### src/rtl/autoconfig_multi_pkg.sv
// Shared Zorro III bus encodings, AutoConfig register offsets and local FSM types.
package autoconfig_multi_pkg;

  typedef enum logic [1:0] {
    Z3_IDLE = 2'd0,
    Z3_ADDR = 2'd1,
    Z3_DATA = 2'd2,
    Z3_END  = 2'd3
  } z3_state_t;

  localparam logic [5:0] REG_BASE_HI = 6'h11;
  localparam logic [5:0] REG_BASE_LO = 6'h12;
  localparam logic [5:0] REG_SHUTUP  = 6'h13;

  typedef enum logic [1:0] {
    ST_IDLE = 2'd0,
    ST_ACK  = 2'd1,
    ST_HOLD = 2'd2
  } ac_state_t;

  // Zorro III puts the nibble-select bit above the register offset bits.
  function automatic logic [6:0] nibble_index(input logic [6:0] addrl);
    return {addrl[5:0], addrl[6]};
  endfunction

endpackage

### src/rtl/autoconfig_rom.sv
// Combinational AutoConfig nibble lookup for one logical board; most fields are stored inverted.
module autoconfig_rom #(
  parameter int                        NUM_BOARDS = 2,
  parameter int                        BRD_W      = 2,
  parameter logic [15:0]               MFG_ID     = 16'h07DB,
  parameter logic [NUM_BOARDS*8-1:0]   PROD_IDS   = {8'h73, 8'h72},
  parameter logic [NUM_BOARDS*4-1:0]   SIZE_CODES = {4'b0100, 4'b0100},
  parameter logic [31:0]               SERIAL     = 32'd421
) (
  input  logic [BRD_W-1:0] board,
  input  logic [6:0]       idx,
  output logic [3:0]       nibble
);

  logic [7:0]  prod;
  logic [3:0]  size;
  logic [31:0] serial;

  always_comb begin
    prod = 8'h00;
    size = 4'h0;
    for (int k = 0; k < NUM_BOARDS; k++) begin
      if (board == BRD_W'(k)) begin
        prod = PROD_IDS[k*8 +: 8];
        size = SIZE_CODES[k*4 +: 4];
      end
    end
    serial = SERIAL + 32'(board);
  end

  always_comb begin
    nibble = 4'hF;
    case (idx)
      7'h00: nibble = 4'b1010;
      7'h01: nibble = size;
      7'h02: nibble = ~prod[7:4];
      7'h03: nibble = ~prod[3:0];
      7'h04: nibble = ~4'b1011;
      7'h05: nibble = ~4'b0001;
      7'h08: nibble = ~MFG_ID[15:12];
      7'h09: nibble = ~MFG_ID[11:8];
      7'h0A: nibble = ~MFG_ID[7:4];
      7'h0B: nibble = ~MFG_ID[3:0];
      7'h0C: nibble = ~serial[31:28];
      7'h0D: nibble = ~serial[27:24];
      7'h0E: nibble = ~serial[23:20];
      7'h0F: nibble = ~serial[19:16];
      7'h10: nibble = ~serial[15:12];
      7'h11: nibble = ~serial[11:8];
      7'h12: nibble = ~serial[7:4];
      7'h13: nibble = ~serial[3:0];
      7'h20: nibble = 4'h0;
      7'h21: nibble = 4'h0;
      default: nibble = 4'hF;
    endcase
  end

endmodule

### src/rtl/autoconfig_multi.sv
// Zorro III AutoConfig responder presenting NUM_BOARDS logical boards one after another
// on a single configuration slot; CFGOUT_n drops once every board is configured or shut up.
module autoconfig_multi
  import autoconfig_multi_pkg::*;
#(
  parameter int                        NUM_BOARDS = 2,
  parameter int                        BASE_BITS  = 4,
  parameter logic [15:0]               MFG_ID     = 16'h07DB,
  parameter logic [NUM_BOARDS*8-1:0]   PROD_IDS   = {8'h73, 8'h72},
  parameter logic [NUM_BOARDS*4-1:0]   SIZE_CODES = {4'b0100, 4'b0100},
  parameter logic [31:0]               SERIAL     = 32'd421
) (
  input  logic                            CLK,
  input  logic                            RESET_n,
  input  logic                            autoconfig_cycle,
  input  logic [6:0]                      ADDRL,
  input  logic                            FCS_n,
  input  logic                            READ,
  input  logic [3:0]                      DIN,
  input  logic [1:0]                      z3_state,
  output logic [3:0]                      DOUT,
  output logic                            dtack,
  output logic                            CFGOUT_n,
  output logic [NUM_BOARDS-1:0]           configured,
  output logic [NUM_BOARDS-1:0]           shutup,
  output logic [NUM_BOARDS*BASE_BITS-1:0] base_addr
);

  localparam int                CUR_W    = $clog2(NUM_BOARDS + 1);
  localparam logic [CUR_W-1:0]  DONE_IDX = CUR_W'(NUM_BOARDS);

  ac_state_t            state_reg;
  logic [CUR_W-1:0]     cur_reg;
  logic [3:0]           dout_reg;
  logic                 dtack_reg;
  logic                 armed_reg;
  logic                 fcs_n_prev_reg;
  logic                 cfgout_n_reg;

  logic                 bus_active;
  logic                 all_done;
  logic                 do_access;
  logic                 wr_access;
  logic                 wr_shutup;
  logic                 wr_commit;
  logic                 advance;
  logic [6:0]           rom_idx;
  logic [3:0]           rom_nibble;
  logic [BASE_BITS-1:0] commit_value;

  assign bus_active = (z3_state == Z3_DATA) && autoconfig_cycle;
  assign all_done   = (cur_reg == DONE_IDX);
  // armed_reg requires an idle edge first, so a phase straddling reset is never serviced.
  assign do_access  = (state_reg == ST_IDLE) && bus_active && armed_reg && !all_done;
  assign wr_access  = do_access && !READ;
  assign wr_shutup  = wr_access && (ADDRL[5:0] == REG_SHUTUP);
  assign wr_commit  = wr_access && (ADDRL[5:0] == REG_BASE_HI);
  assign advance    = wr_shutup || wr_commit;
  assign rom_idx    = nibble_index(ADDRL);

  autoconfig_rom #(
    .NUM_BOARDS (NUM_BOARDS),
    .BRD_W      (CUR_W),
    .MFG_ID     (MFG_ID),
    .PROD_IDS   (PROD_IDS),
    .SIZE_CODES (SIZE_CODES),
    .SERIAL     (SERIAL)
  ) u_rom (
    .board  (cur_reg),
    .idx    (rom_idx),
    .nibble (rom_nibble)
  );

  generate
    if (BASE_BITS == 8) begin : g_stage8
      logic [3:0] staged_reg;
      logic       wr_stage;

      assign wr_stage = wr_access && (ADDRL[5:0] == REG_BASE_LO);

      // Cleared on every advance so the next board never inherits a stale low nibble.
      always_ff @(posedge CLK or negedge RESET_n) begin
        if (!RESET_n) begin
          staged_reg <= 4'h0;
        end else if (advance) begin
          staged_reg <= 4'h0;
        end else if (wr_stage) begin
          staged_reg <= DIN;
        end
      end

      assign commit_value = {DIN, staged_reg};
    end else begin : g_stage4
      assign commit_value = DIN;
    end
  endgenerate

  genvar gi;
  generate
    for (gi = 0; gi < NUM_BOARDS; gi++) begin : g_board
      localparam logic [CUR_W-1:0] MY_IDX = CUR_W'(gi);
      logic                 cfg_reg;
      logic                 shut_reg;
      logic [BASE_BITS-1:0] base_reg;

      always_ff @(posedge CLK or negedge RESET_n) begin
        if (!RESET_n) begin
          cfg_reg  <= 1'b0;
          shut_reg <= 1'b0;
          base_reg <= '0;
        end else if (cur_reg == MY_IDX) begin
          if (wr_shutup) begin
            shut_reg <= 1'b1;
          end
          if (wr_commit) begin
            cfg_reg  <= 1'b1;
            base_reg <= commit_value;
          end
        end
      end

      assign configured[gi]                         = cfg_reg;
      assign shutup[gi]                             = shut_reg;
      assign base_addr[gi*BASE_BITS +: BASE_BITS]   = base_reg;
    end
  endgenerate

  always_ff @(posedge CLK or negedge RESET_n) begin
    if (!RESET_n) begin
      state_reg      <= ST_IDLE;
      cur_reg        <= '0;
      dout_reg       <= 4'h0;
      dtack_reg      <= 1'b0;
      armed_reg      <= 1'b0;
      fcs_n_prev_reg <= 1'b1;
      cfgout_n_reg   <= 1'b1;
    end else begin
      armed_reg      <= !bus_active;
      fcs_n_prev_reg <= FCS_n;
      if (FCS_n && !fcs_n_prev_reg) begin
        cfgout_n_reg <= (cur_reg != DONE_IDX);
      end

      case (state_reg)
        ST_IDLE: begin
          if (do_access) begin
            state_reg <= ST_ACK;
            dtack_reg <= 1'b1;
            if (READ) begin
              dout_reg <= rom_nibble;
            end
            if (advance) begin
              cur_reg <= cur_reg + CUR_W'(1);
            end
          end
        end
        ST_ACK: begin
          if (bus_active) begin
            state_reg <= ST_HOLD;
          end else begin
            state_reg <= ST_IDLE;
            dtack_reg <= 1'b0;
          end
        end
        ST_HOLD: begin
          if (!bus_active) begin
            state_reg <= ST_IDLE;
            dtack_reg <= 1'b0;
          end
        end
        default: begin
          state_reg <= ST_IDLE;
          dtack_reg <= 1'b0;
        end
      endcase
    end
  end

  assign DOUT     = dout_reg;
  assign dtack    = dtack_reg;
  assign CFGOUT_n = cfgout_n_reg;

endmodule

### config.mk
export PLATFORM = sky130hd
export DESIGN_NAME = autoconfig_multi
export DESIGN_NICKNAME = d
export VERILOG_FILES = /design/src/rtl/autoconfig_multi_pkg.sv /design/src/rtl/autoconfig_rom.sv /design/src/rtl/autoconfig_multi.sv
export SDC_FILE = /design/constraint.sdc
export NUM_CORES = 1
export LEC_CHECK = 0
export BUFFER_PORTS_ARGS = -buffer_cell sky130_fd_sc_hd__buf_2
export CAP_MARGIN = 25
export CORE_MARGIN = 5
export CORE_UTILIZATION = 35
export CTS_CLUSTER_DIAMETER = 150
export DETAILED_ROUTE_END_ITERATION = 7
export PLACE_DENSITY = 0.54
export SLEW_MARGIN = 30
export SYNTH_ARGS = -nofsm -noshare
export SYNTH_HDL_FRONTEND = slang
export SYNTH_SLANG_ARGS = --single-unit
### constraint.sdc
create_clock -name CLK -period 3.4 [get_ports CLK]
set_input_delay 0.68 -clock CLK [delete_from_list [all_inputs] [get_ports CLK]]
set_output_delay 0.68 -clock CLK [all_outputs]
set_load 0.005 [all_outputs]
# ---- Word level (Yosys, flattened, before mapping)
# Cells that the tools add are included.
# Widths: inputs -> output; s select.
dict set report word_totals {
  register_bits 24
}
dict set report op_classes {
  n_addsub 2
  eq_ne 29
  muxes 12
  bitwise_logic 10
  reduce_logical 27
}
# op count
set op_table {}
lappend op_table {{$pmux 4 s17} 1}
lappend op_table {{$eq 7x4->1 const B} 7}
lappend op_table {{$eq 7x5->1 const B} 4}
lappend op_table {{$not 4->4 const A} 5}
lappend op_table {{$not 4->4} 4}
lappend op_table {{$eq 7x2->1 const B} 2}
lappend op_table {{$eq 7x3->1 const B} 2}
lappend op_table {{$eq 7x6->1 const B} 2}
lappend op_table {{$mux 7} 2}
lappend op_table {{$eq 6x5->1 const B} 2}
lappend op_table {{$reduce_and 2->1} 6}
lappend op_table {{$add 9x2->10 const A} 1}
lappend op_table {{$logic_and 1x1->1} 8}
lappend op_table {{$ne 2x2->1 const B} 4}
lappend op_table {{$eq 7x1->1 const B} 1}
lappend op_table {{$logic_not 7->1} 1}
lappend op_table {{$eq 2x2->1 const B} 3}
lappend op_table {{$mux 2} 3}
lappend op_table {{$mux 3} 2}
lappend op_table {{$pmux 2 s3} 1}
lappend op_table {{$reduce_and 3->1} 2}
lappend op_table {{$reduce_or 2->1} 3}
lappend op_table {{$eq 2x1->1 const B} 2}
lappend op_table {{$logic_not 1->1} 4}
lappend op_table {{6 further kinds} 8}

# ---- Depth between registers and ports, before layout
dict set report depth {
  ltp_word 9
  ltp_mapped 7
}

# ---- Hierarchy
# Synthesis repeated with hierarchy kept, for this count alone.
dict set report hier_totals {
  cells_unflattened 131
  hier_area_um2 1440.1
}
# mod instances cells_each area_each_um2 seq_area_each_um2
set modules_own_cells {}
lappend modules_own_cells {autoconfig_multi 1 82 1084.8 603.1}
lappend modules_own_cells {autoconfig_rom 1 49 355.3 0.0}

# ---- Least setup slack after synthesis
# No wires, ideal clock.
dict set report synth_path {
  kind {input port to flip-flop}
  from {input ADDRL[2]}
  to {register g_board[0].base_reg[0]}
  t_arrival_ns 2.067
  slack_ns 1.209
  cell_stages 5
  path_buffers 1
  cell_sequence {buf_6 > or4b_4 > nor4_4 > nand3b_1 > mux2_2}
}
dict set report synth_via {
  elab_chain_len 3
}
# item line
set synth_rtl {}
lappend synth_rtl {{start, declared} autoconfig_multi.sv:16} ;# input logic [6:0] ADDRL,
lappend synth_rtl {{$eq 6x5->1} autoconfig_multi.sv:57} ;# assign wr_commit = wr_access && (ADDRL[5:0] == REG_BASE_HI);
lappend synth_rtl {{$logic_and 1x1->1} autoconfig_multi.sv:57}
lappend synth_rtl {{$reduce_and 2->1 (no line)} -}
lappend synth_rtl {{end signal, assigned} autoconfig_multi.sv:117} ;# base_reg <= commit_value;
lappend synth_rtl {{end, declared} autoconfig_multi.sv:104} ;# logic [BASE_BITS-1:0] base_reg;
# Every way passes these cells.
# A chain may end at the register's enable or synchronous reset.

# ---- Final worst setup path
dict set report layout_path {
  from {input ADDRL[3]}
  to {register g_board[1].base_reg[3]}
}
dict set report layout_via {
  elab_chain_len 3
}
# item line
set layout_rtl {}
lappend layout_rtl {{$eq 6x5->1} autoconfig_multi.sv:57}
lappend layout_rtl {{$logic_and 1x1->1} autoconfig_multi.sv:57}
lappend layout_rtl {{$reduce_and 2->1 (no line)} -}
lappend layout_rtl {{end signal, assigned} autoconfig_multi.sv:117}
lappend layout_rtl {{end, declared} autoconfig_multi.sv:104}
# Every way passes these cells.

==> reports/qor.csv <==
stage,metric,value,unit
drt,via_per_inst,5.03,
floorplanning,die_y,73.2,um
power_and_ir_drop,power,779,uW
sta,fin_crit,2.18,ns
finish,post_route_cells_drive_above_1_share,34.0,%
finish,num_antenna_cells,0,
cts,clkTransAtPathRegs,0.09,ns
power_and_ir_drop,p_leak,0.815,nW
floorplanning,core-area,3940,sq um
setup_path,cp-start-kind,input port,
cts,worstSkewPairLatency,0.27,ns
drt,postRouteAntennaNets,0,
hold_path,holdCritPathClass,in2async,
cts,cts_tree,done,
yosys,syn_inst,133,
yosys,ys_ff_latch,24,
cts,ctsHoldBuffers,0,
yosys,synth_top_area_share,39.4,%
yosys,synth_top_cells_by_area,"dfrtp_1 39%, mux2_2 6.5%, ha_1 6.3%",
place,dpl-instance-area,1570,sq um
grt,grt.total_usage,12.2,%
setup_path,worstPathRequired,3.56,ns
power_and_ir_drop,p_per_area,475,nW/um^2
floorplanning,die_area,5350,sq um
sta,slew_viol_final,0,
place,post-place-ws,0.936,ns
floorplanning,ios,36,
place,place_congestion,0.749,
setup_path,end_kind,register,
sta,rsz0062_at_grt,no,
finish,final_area,1640,sq um
cts,cts_htree_levels,1,
floorplanning,initial_core_util,35.4,%
setup_path,worstPathMaxFanout,15,
sta,finalHoldViolCount,0,
sta,skew,0.00670,ns
yosys,async_flop_share,100,%
sta,tightest_slew,0.624,ns
drt,drt_iter0_drc,43,
yosys,syn_area,1400,sq um
finish,largest_reg_flops,8,
yosys,yosysSeqAreaShare,43.2,%
sta,worst_slack,1.22,ns
job,cap_violations,0,
drt,drtPass1Iterations,4,
sta,maxSlewHeadroom,58.1,%
cts,cts_buffer_depth,2,
setup_path,r2r_slack,1.27,ns
yosys,synth_nets,158,
yosys,synth_cell_types,47,
cts,ctsResizeCount,0,
grt,grt_max_degree,25,
yosys,yosysWarnings,0,
drt,vias,1067,
finish,area_growth,17.6,%
floorplanning,die_x,73.2,um
cts,cts_buffers,3,
power_and_ir_drop,irDropWorstVdd,0.184,mV
place,dp_hpwl,2300,um
sta,timing.final.crit_share,64.1,%
setup_path,cp.arrival,2.34,ns
floorplanning,rows,23,
setup_path,path_class,in2reg,
setup_path,rr_worst_depth,6,
grt,gr-total-overflow,0,
grt,antenna_found_initial,0,
cts,clockRootBuffer,clkbuf_8,
grt,grt_pass1_wl,5040,um
finish,utilization,41.6,%
run_status,status,"finished, final reports clean",
drt,wl,2950,um
yosys,synthFlopType,dfrtp_1,
sta,fmax,459,MHz
cts,post_cts_buffers,0,
drt,avgRoutedWirePerCell,13.9,um
drt,drt_drc_violations_left,0,
place,io_buffers,35,
finish,nets,188,
cts,clock_sinks,24,
grt,grt_pass1_vias,1089,
sta,setup_tns,0,ns
yosys,avgSynthCellArea,10.5,sq um
yosys,synth_edf_count,0,
yosys,synth_top_area_cell,dfrtp_1,
sta,setup_viol,0,
[report_power, final]
group	total (mW)	internal [mW]	switching, mW	leakage [nW]
Clock	0.251	0.157	0.0933	0.0357
Combinational	0.185	0.0835	0.101	0.481
Sequential	0.344	0.323	0.0209	0.298
[critical path, stage by stage]
cell	delay, ns
buf_2	0.18
or4b_4	0.57
nor4_4	0.28
nand3b_1	0.28
mux2_2	0.34
[cell usage in the layout (no fill, tap or decap), types with 2 or more instances in the layout]
master / synthesis / layout
dfrtp_1: 22 / 22
nor3_1: 4 / 4
ha_1: 7 / 7
a21oi_1: 4 / 4
a31oi_1: 2 / 2
o21ai_0: 3 / 3
nor2b_1: 3 / 3
buf_2: 0 / 35
nand2b_1: 6 / 6
nor3b_1: 2 / 2
a21o_1: 2 / 2
a2111oi_0: 3 / 3
nand3_1: 2 / 2
a22o_1: 2 / 2
dfstp_2: 2 / 2
nand2_1: 4 / 4
nor2_1: 10 / 10
mux2_2: 8 / 8
nand3b_1: 4 / 4
inv_1: 8 / 8
clkbuf_8: 0 / 3
[per-layer routing]
layer  global-route usage (%)  share of wire (%)  vias up
li1                         -                  -      530
met1                     14.5                 41      499
met2                     21.4                 51       34
met3                     1.79                5.6        4
met4                     6.15                2.0        0
met5                        0                  0        -
[layout make-up]
type                            instances  area (sq um)
Timing Repair Buffer                   35           175
Multi-Input combinational cell         91           699
Inverter                                8          30.0
Sequential cell                        24           603
Tap cell                               50          62.6
Clock inverter                          1          30.0
Fill cell                             384          2300
Clock buffer                            3          41.3
[final timing paths]
kind                               startpoint                endpoint
max                                  ADDRL[3]  g_board[1].base_reg[3]
min                                   RESET_n                 DOUT[1]
max reg2reg                        cur_reg[0]  g_board[1].base_reg[3]
min reg2reg                g_board[1].cfg_reg      g_board[1].cfg_reg
max in group asynchronous             RESET_n          fcs_n_prev_reg
min in group CLK           g_board[1].cfg_reg      g_board[1].cfg_reg
[cells in the mapped netlist, types with 2 or more instances]
library cell and n:
dfrtp_1 22, a31oi_1 2, dfstp_2 2, nor2b_1 3, a22o_1 2, a2111oi_0 3
nand2_1 4, nand3_1 2, o21ai_0 3, ha_1 7, nand3b_1 4, a21oi_1 4
clkbuf_1 4, nor3b_1 2, buf_4 5, nor3_1 4, mux2_2 8, a21o_1 2
nand2b_1 6, nor2_1 10, inv_1 8
[stage by stage]
stage | cells | hold WS (ns)
final | 212 | 0.382
after floorplan | 133 | 0.384
after global routing | 212 | 0.426
after detailed placement | 208 | 0.447
after CTS | 212 | 0.397
after global placement | 208 | 0.444
[cells by family after synthesis]
family,Yosys count,synth area share [%]
multiplexers,9,7.17
AND/OR/NAND/NOR,45,20.2
flip-flops,24,43.2
buffers and inverters,18,6.72
adder cells (fa/ha/maj),7,6.27
AO/OA/AOI/OAI,28,15.2
XOR/XNOR,2,1.25
Note: power is estimated with default switching activity, not from simulation.
